$ cat config.mk
export PLATFORM = sky130hd
export DESIGN_NAME = xor_bitwise_stream_flat
export DESIGN_NICKNAME = d
export VERILOG_FILES = /design/src/rtl/xor_bitwise_stream_if.sv /design/src/rtl/xor_bitwise_stream.sv /design/src/flat_wrapper.sv
export SDC_FILE = /design/constraint.sdc
export NUM_CORES = 1
export LEC_CHECK = 0
export CORE_MARGIN = 1
export CORE_UTILIZATION = 45
export CTS_BUF_LIST = sky130_fd_sc_hd__clkbuf_16
export DETAILED_ROUTE_END_ITERATION = 7
export GPL_ROUTABILITY_DRIVEN = 0
export PLACE_DENSITY = 0.81
export RECOVER_POWER = 100
export SYNTH_ARGS = -nofsm -noshare
export SYNTH_HDL_FRONTEND = slang
export SYNTH_SLANG_ARGS = --single-unit
$ cat constraint.sdc
create_clock -name clk -period 3 [get_ports clk]
set_input_delay 0.3 -clock clk [delete_from_list [all_inputs] [get_ports clk]]
set_output_delay 0.3 -clock clk [all_outputs]
set_load 0.01 [all_outputs]
$ cat src/rtl/xor_bitwise_stream_if.sv
// Stream bundle for xor_bitwise_stream.
// Input beat, result beat and both handshakes.
interface xor_bitwise_stream_if #(
  parameter int N     = 16,
  parameter int CNT_W = 8
);
  logic             in_valid;
  logic             in_ready;
  logic [N-1:0]     in_a;
  logic [N-1:0]     in_b;
  logic [1:0]       in_op;
  logic             in_last;
  logic             out_valid;
  logic             out_ready;
  logic [N-1:0]     out_f;
  logic             out_par;
  logic [CNT_W-1:0] out_cnt;

  modport master (
    output in_valid, in_a, in_b,
    output in_op, in_last, out_ready,
    input  in_ready, out_valid,
    input  out_f, out_par, out_cnt
  );

  modport slave (
    input  in_valid, in_a, in_b,
    input  in_op, in_last, out_ready,
    output in_ready, out_valid,
    output out_f, out_par, out_cnt
  );
endinterface

$ cat src/rtl/xor_bitwise_stream.sv
// Registered XOR/XNOR/AND/accumulate stage
// with parity and saturating frame counter.
module xor_bitwise_stream #(
  parameter int N     = 16,
  parameter int CNT_W = 8
) (
  input logic clk,
  input logic rst,
  xor_bitwise_stream_if.slave s
);

  typedef enum logic {
    IDLE,
    ACCUM
  } state_t;

  localparam logic [CNT_W-1:0] CNT_MAX = '1;
  localparam logic [CNT_W-1:0] CNT_ONE =
    CNT_W'(1);

  state_t           state_q, state_d;
  logic [N-1:0]     acc_q, acc_d;
  logic [CNT_W-1:0] cnt_q, cnt_d;
  logic             out_valid_q, out_valid_d;
  logic [N-1:0]     out_f_q, out_f_d;
  logic             out_par_q, out_par_d;
  logic [CNT_W-1:0] out_cnt_q, out_cnt_d;

  logic             accept;
  logic             emit;
  logic [N-1:0]     ab;
  logic [N-1:0]     sum;
  logic [CNT_W-1:0] cnt_inc;
  logic [N-1:0]     f_sel;
  logic [CNT_W-1:0] c_sel;

  assign s.in_ready  = !out_valid_q || s.out_ready;
  assign s.out_valid = out_valid_q;
  assign s.out_f     = out_f_q;
  assign s.out_par   = out_par_q;
  assign s.out_cnt   = out_cnt_q;

  assign accept  = s.in_valid && s.in_ready;
  assign ab      = s.in_a ^ s.in_b;
  assign sum     = acc_q ^ ab;
  assign cnt_inc = (cnt_q == CNT_MAX) ?
                   cnt_q : cnt_q + CNT_ONE;

  always_comb begin
    state_d     = state_q;
    acc_d       = acc_q;
    cnt_d       = cnt_q;
    out_valid_d = out_valid_q;
    out_f_d     = out_f_q;
    out_par_d   = out_par_q;
    out_cnt_d   = out_cnt_q;
    emit        = 1'b0;
    f_sel       = ab;
    c_sel       = CNT_ONE;

    if (s.out_ready) out_valid_d = 1'b0;

    if (accept) begin
      unique case (1'b1)
        (s.in_op == 2'd0): emit = 1'b1;
        (s.in_op == 2'd1): begin
          emit  = 1'b1;
          f_sel = ~ab;
        end
        (s.in_op == 2'd2): begin
          emit  = 1'b1;
          f_sel = s.in_a & s.in_b;
        end
        (s.in_op == 2'd3): begin
          if (state_q == IDLE) begin
            if (s.in_last) begin
              emit = 1'b1;
            end else begin
              acc_d   = ab;
              cnt_d   = CNT_ONE;
              state_d = ACCUM;
            end
          end else if (s.in_last) begin
            emit    = 1'b1;
            f_sel   = sum;
            c_sel   = cnt_inc;
            acc_d   = '0;
            cnt_d   = '0;
            state_d = IDLE;
          end else begin
            acc_d = sum;
            cnt_d = cnt_inc;
          end
        end
        default: ;
      endcase
    end

    if (emit) begin
      out_valid_d = 1'b1;
      out_f_d     = f_sel;
      out_par_d   = ^f_sel;
      out_cnt_d   = c_sel;
    end
  end

  always_ff @(posedge clk) begin
    if (rst) begin
      state_q     <= IDLE;
      acc_q       <= '0;
      cnt_q       <= '0;
      out_valid_q <= 1'b0;
      out_f_q     <= '0;
      out_par_q   <= 1'b0;
      out_cnt_q   <= '0;
    end else begin
      state_q     <= state_d;
      acc_q       <= acc_d;
      cnt_q       <= cnt_d;
      out_valid_q <= out_valid_d;
      out_f_q     <= out_f_d;
      out_par_q   <= out_par_d;
      out_cnt_q   <= out_cnt_d;
    end
  end

endmodule
$ cat src/flat_wrapper.sv
// flat-port wrapper written by rule: the top's interface ports become plain ports
module xor_bitwise_stream_flat 
#(
  parameter int N     = 16,
  parameter int CNT_W = 8
)
  (clk, rst, s_in_valid, s_in_a, s_in_b, s_in_op, s_in_last, s_out_ready, s_in_ready, s_out_valid, s_out_f, s_out_par, s_out_cnt);
  xor_bitwise_stream_if #(.N(N), .CNT_W(CNT_W)) s_i ();
  input logic clk;
  input logic rst;
  input wire logic [$bits(s_i.in_valid)-1:0] s_in_valid;
  input wire logic [$bits(s_i.in_a)-1:0] s_in_a;
  input wire logic [$bits(s_i.in_b)-1:0] s_in_b;
  input wire logic [$bits(s_i.in_op)-1:0] s_in_op;
  input wire logic [$bits(s_i.in_last)-1:0] s_in_last;
  input wire logic [$bits(s_i.out_ready)-1:0] s_out_ready;
  output wire logic [$bits(s_i.in_ready)-1:0] s_in_ready;
  output wire logic [$bits(s_i.out_valid)-1:0] s_out_valid;
  output wire logic [$bits(s_i.out_f)-1:0] s_out_f;
  output wire logic [$bits(s_i.out_par)-1:0] s_out_par;
  output wire logic [$bits(s_i.out_cnt)-1:0] s_out_cnt;
  assign s_i.in_valid = s_in_valid;
  assign s_i.in_a = s_in_a;
  assign s_i.in_b = s_in_b;
  assign s_i.in_op = s_in_op;
  assign s_i.in_last = s_in_last;
  assign s_i.out_ready = s_out_ready;
  assign s_in_ready = s_i.in_ready;
  assign s_out_valid = s_i.out_valid;
  assign s_out_f = s_i.out_f;
  assign s_out_par = s_i.out_par;
  assign s_out_cnt = s_i.out_cnt;
  xor_bitwise_stream #(.N(N), .CNT_W(CNT_W)) u_core (.clk(clk), .rst(rst), .s(s_i));
endmodule
; After elaboration in Yosys (flattened, before gate mapping)
; Cells that the tools add are included.
[totals]
reg_bits = 51
latch_bits = 0
ramBits = 0
romBits = 0
in_bits = 39
output_inout_bits = 27
wordCells = 47
memories = 0
[classes]
addsub = 1
n_mul = 0
n_div = 0
n_lt_le_gt_ge = 0
n_eq_ne = 5
shift = 0
mux = 21
n_bitwise = 4
reduce_logical = 9
[op_table]
columns = op, count
row1 = $mux W16, 6
row2 = $mux W8, 8
row3 = $pmux W16 S3, 1
row4 = $xor A16 B16 Y16, 2
row5 = $and A16 B16 Y16, 1
row6 = $not A16 Y16, 1
row7 = $reduce_xor A16 Y1, 1
row8 = $add A8 B1 Y8 const B, 1
row9 = $eq A8 B8 Y1 const B, 1
row10 = $mux W1, 5
row11 = $eq A2 B2 Y1 const B, 2
row12 = $reduce_and A3 Y1, 1
row13 = $reduce_or A3 Y1, 1
row14 = $eq A2 B1 Y1 const B, 1
row15 = $logic_not A2 Y1, 1
row16 = $ne A2 B1 Y1 const B, 1
row17 = $pmux W1 S2, 1
row18 = $reduce_and A2 Y1, 1
row19 = $reduce_bool A2 Y1, 1
row20 = $logic_and A1 B1 Y1, 1
row21 = $logic_not A1 Y1, 1
row22 = $logic_or A1 B1 Y1, 1

; Logic depth before layout (Yosys ltp)
[depth]
depth_word = 7
ltp_mapped = 11
depth_no_buf = 9

; Worst setup path after synthesis
; Ideal clock, no wire load.
[synth_timing]
path_kind = input to register
from = input port s_in_op[1]
to = register u_core.out_par_q (netlist: u_core.s.out_par)
setup_time_ns = 0.079
arrival_ns = 2.108
required_ns = 2.921
slack_ns = 0.813
path_stages = 11
path_buffers = 3
cell_sequence = buf_6 or2_1 buf_6 and3_4 buf_6 a22oi_2 xnor2_1 xnor3_1 xnor2_1 xnor2_1 a211oi_2
[synth_via]
elab_chain_len = 4
elab_cells_between_ends = 10
cone_classes = eq/ne (3) / mux (4) / reduce/logical (3)
[synth_rtl]
columns = item, line
row1 = start: declaration, flat_wrapper.sv:14  ; input wire logic [$bits(s_i.in_op)-1:0] s_in_op;
row2 = $eq A2 B2 Y1 (tied with other cells), xor_bitwise_stream.sv:74  ; (s.in_op == 2'd3): begin
row3 = $pmux W16 S3 / $reduce_or A3 Y1 (equally long branches), -
row4 = $mux W16 / $pmux W1 S2 (equally long branches), "xor_bitwise_stream.sv:63, xor_bitwise_stream.sv:64"
row5 = $reduce_xor A16 Y1 / $mux W1 (equally long branches), "xor_bitwise_stream.sv:102, xor_bitwise_stream.sv:63"
row6 = end signal: assignment, xor_bitwise_stream.sv:122  ; out_par_q <= out_par_d;
row7 = end: declaration, xor_bitwise_stream.sv:26  ; logic out_par_q, out_par_d;
; Parallel ways exist; a longest one is shown, timed or not.
; A chain may end at the register's enable or synchronous reset.

; Final worst setup path
[layout_timing]
from = input port s_in_op[0]
to = register u_core.out_par_q (netlist: u_core.s.out_par)
; The elaborated chain is that of the path after synthesis.

==> flow_summary.ini <==
[yosys]
syn-num-nets = 484
avgSynthCellArea_um2 = 8.22
yosysWarnings = 0
synth_edf_count = 0
ys_ff_latch = 51
synthesis.area_um2 = 3520
ys.flop_type = dfxtp_1
yosys.area.top_type_share_pct = 29.0
synth_common_cells = nor2_1, dfxtp_1, a21oi_1
syn_inst = 428
ys_seq_area_share_pct = 29.0
yosysUniqueCellTypes = 46
synth_area_leaders = dfxtp_1, xnor2_1, nor2_1, a21oi_1, nand3b_1
async_flop_share_pct = 0
yosysTopAreaCell = dfxtp_1
yosysMostFrequentCell = nor2_1

[route]
drc = 0
vias_per_cell = 5.92
vias = 3452
drt-initial-drc-count = 330
dr.pass1.iters = 5
ant_nets = 0
drt_wl_total_mm = 9.51
wl_per_cell_um = 16.3

[worst_setup_path]
rrSetupSlack_ns = 0.68
rr_worst_depth = 8
cp_max_fo = 16
cp_data_arrival_time_ns = 2.77
timing.setup.critical_path_class = in2reg
rr_startpoint = u_core.state_q
start_kind = input port
startpoint = s_in_op[0]
worstPathRequired_ns = 3.16
end_kind = flip-flop

[power_and_ir_drop]
power_density_nw_per_um2 = 425
p_leak_uw = 0.00161
ir_drop_mv = 0.238

[floorplanning]
die_width_um = 90.4
core.rowCount = 31
die_h_um = 90.4
core-area_um2 = 7410
start_util_pct = 47.5
dieArea_um2 = 8180
ios = 66

[clocking]
cts.htree.levels = 2
cts_sinks = 51
clk_pin_slew_ns = 0.07
cts_hold_buf = 0
clock-root-buffer = clkbuf_16
clockBufferDepth = 2
cts_resized = 0
clock_latency_ns = 0.30
cts_buffers = 5
postCtsSetupBuffers = 0
cts_tree = done

[sta]
finalHoldViolCount = 0
tightest_slew_ns = 0.741
finalCritPeriodShare_pct = 87.0
slew_viol_final = 0
rsz0062_at_grt = false
finalSetupViolCount = 0
slew_headroom_pct = 50.6
setup_tns_ns = 0
period_minus_slack_ns = 2.61
clock_skew_ns = 0.00924
timing.fmax_mhz = 383

[final_layout]
ff_latch_area_um2 = 1020
fill_cells = 655
num-nets-final = 539
finalInstanceArea_um2 = 4400
syn_to_final_growth_pct = 25.0
drive_gt1_share_pct = 9.30
diodes = 0
multi_input_area_um2 = 2300

[grt]
grt_pass1_wl_mm = 16.1
grt_remaining_overflow = 0
grt_start_max_net_pins = 52
antenna_found_initial = 0
grt_pass1_vias = 3362
grt_use_total_pct = 23.9

[worst_hold_path]
whs_path_depth = 2
worstHoldStart = u_core.s.out_f[15]
hold_path.class = reg2reg

[job]
maxCapViolCount = 0

[place]
placed_area_um2 = 4260
port_buffers = 65
hpwl_mm = 6.45

[outcome]
status = completed
[cells in the final DEF (no fill, tap or decap), types with 2 or more instances in the layout]
cell / Yosys / layout
nor3b_1: 4 / 4
dlygate4sd3_1: 0 / 29
o221ai_2: 2 / 2
inv_1: 2 / 2
xnor3_1: 2 / 2
xnor2_1: 29 / 29
o2111ai_2: 2 / 2
nor3_1: 3 / 3
a211oi_1: 5 / 5
ha_1: 17 / 17
nand2b_1: 14 / 14
o21ai_1: 8 / 6
dfxtp_1: 51 / 51
nand2_1: 12 / 12
buf_4: 0 / 14
clkinv_4: 0 / 2
clkbuf_1: 22 / 3
clkbuf_16: 0 / 5
clkdlybuf4s50_1: 0 / 36
a22oi_2: 10 / 10
o211ai_1: 2 / 2
o221ai_1: 10 / 10
nor2b_1: 2 / 2
a22oi_1: 12 / 12
nor2_1: 62 / 63
nand3_1: 8 / 8
and3_1: 14 / 14
o2111ai_1: 10 / 10
a21oi_1: 45 / 45
nand3b_1: 29 / 29
o21ai_0: 20 / 22
[through the flow]
step | hold slack (ns) | setup slack, ns | util, % | total power, µW | instances
after global routing | 0.485 | 0.305 | 59.4 | 1950 | 583
final | 0.452 | 0.391 | 59.4 | 1870 | 583
after global placement | 0.442 | 0.249 | 57.5 | 1280 | 575
after CTS | 0.459 | 0.513 | 59.6 | 1880 | 583
after detailed placement | 0.449 | 0.232 | 57.5 | 1290 | 575
after floorplan | 0.466 | 0.813 | - | 1110 | 428
[worst max-delay path, stage by stage]
cell	delay, ns
dlygate4sd3_1	0.59
buf_4	0.25
nand2b_4	0.17
nor2_1	0.17
a211oi_1	0.07
o21ai_0	0.36
xnor3_1	0.41
xnor2_1	0.19
xnor2_1	0.16
a211oi_2	0.09
[routing by layer]
metal	GRT usage [%]	part of all wire, %
met3	4.55	8.0
met5	0	0
met2	36.2	44
met1	32.8	47
met4	10.6	1.4
[power breakdown]
part	switching, µW	internal, µW
logic	273	272
registers	17.7	705
clock network	283	319
total	574	1300
[state kept, by name, summed over array words and instances (netlist names)]
signal,count
u_core.s.out_valid,1
u_core.state_q,1
u_core.s.out_f,16
u_core.s.out_par,1
u_core.cnt_q,8
u_core.acc_q,16
u_core.s.out_cnt,8
[cell type report]
cell class,instances,share of cell area [%]
multi-input combinational,339,52.3
sequential,51,23.2
timing repair buffer,84,18.0
clock buffer,5,2.84
tap,99,2.81
clock inverter,3,0.654
inverter,2,0.171
[cell families after synthesis]
logic type / count (synthesis) / synth area share (%)
AOI/OAI and AO/OA: 132 / 26.2
xor gates and xnor gates: 32 / 8.74
adders and majority gates: 17 / 6.04
buffers and inverters: 38 / 5.51
DFF: 51 / 29.0
muxes: 1 / 0.320
and+or+nand+nor: 157 / 24.2
[final timing paths]
| kind | end |
|---|---|
| hold / removal | u_core.s.out_f[15] |
| hold reg to reg | u_core.s.out_f[15] |
| setup reg to reg | u_core.s.out_par |
| setup / recovery | u_core.s.out_par |
Power figures use the tool's default switching activity.
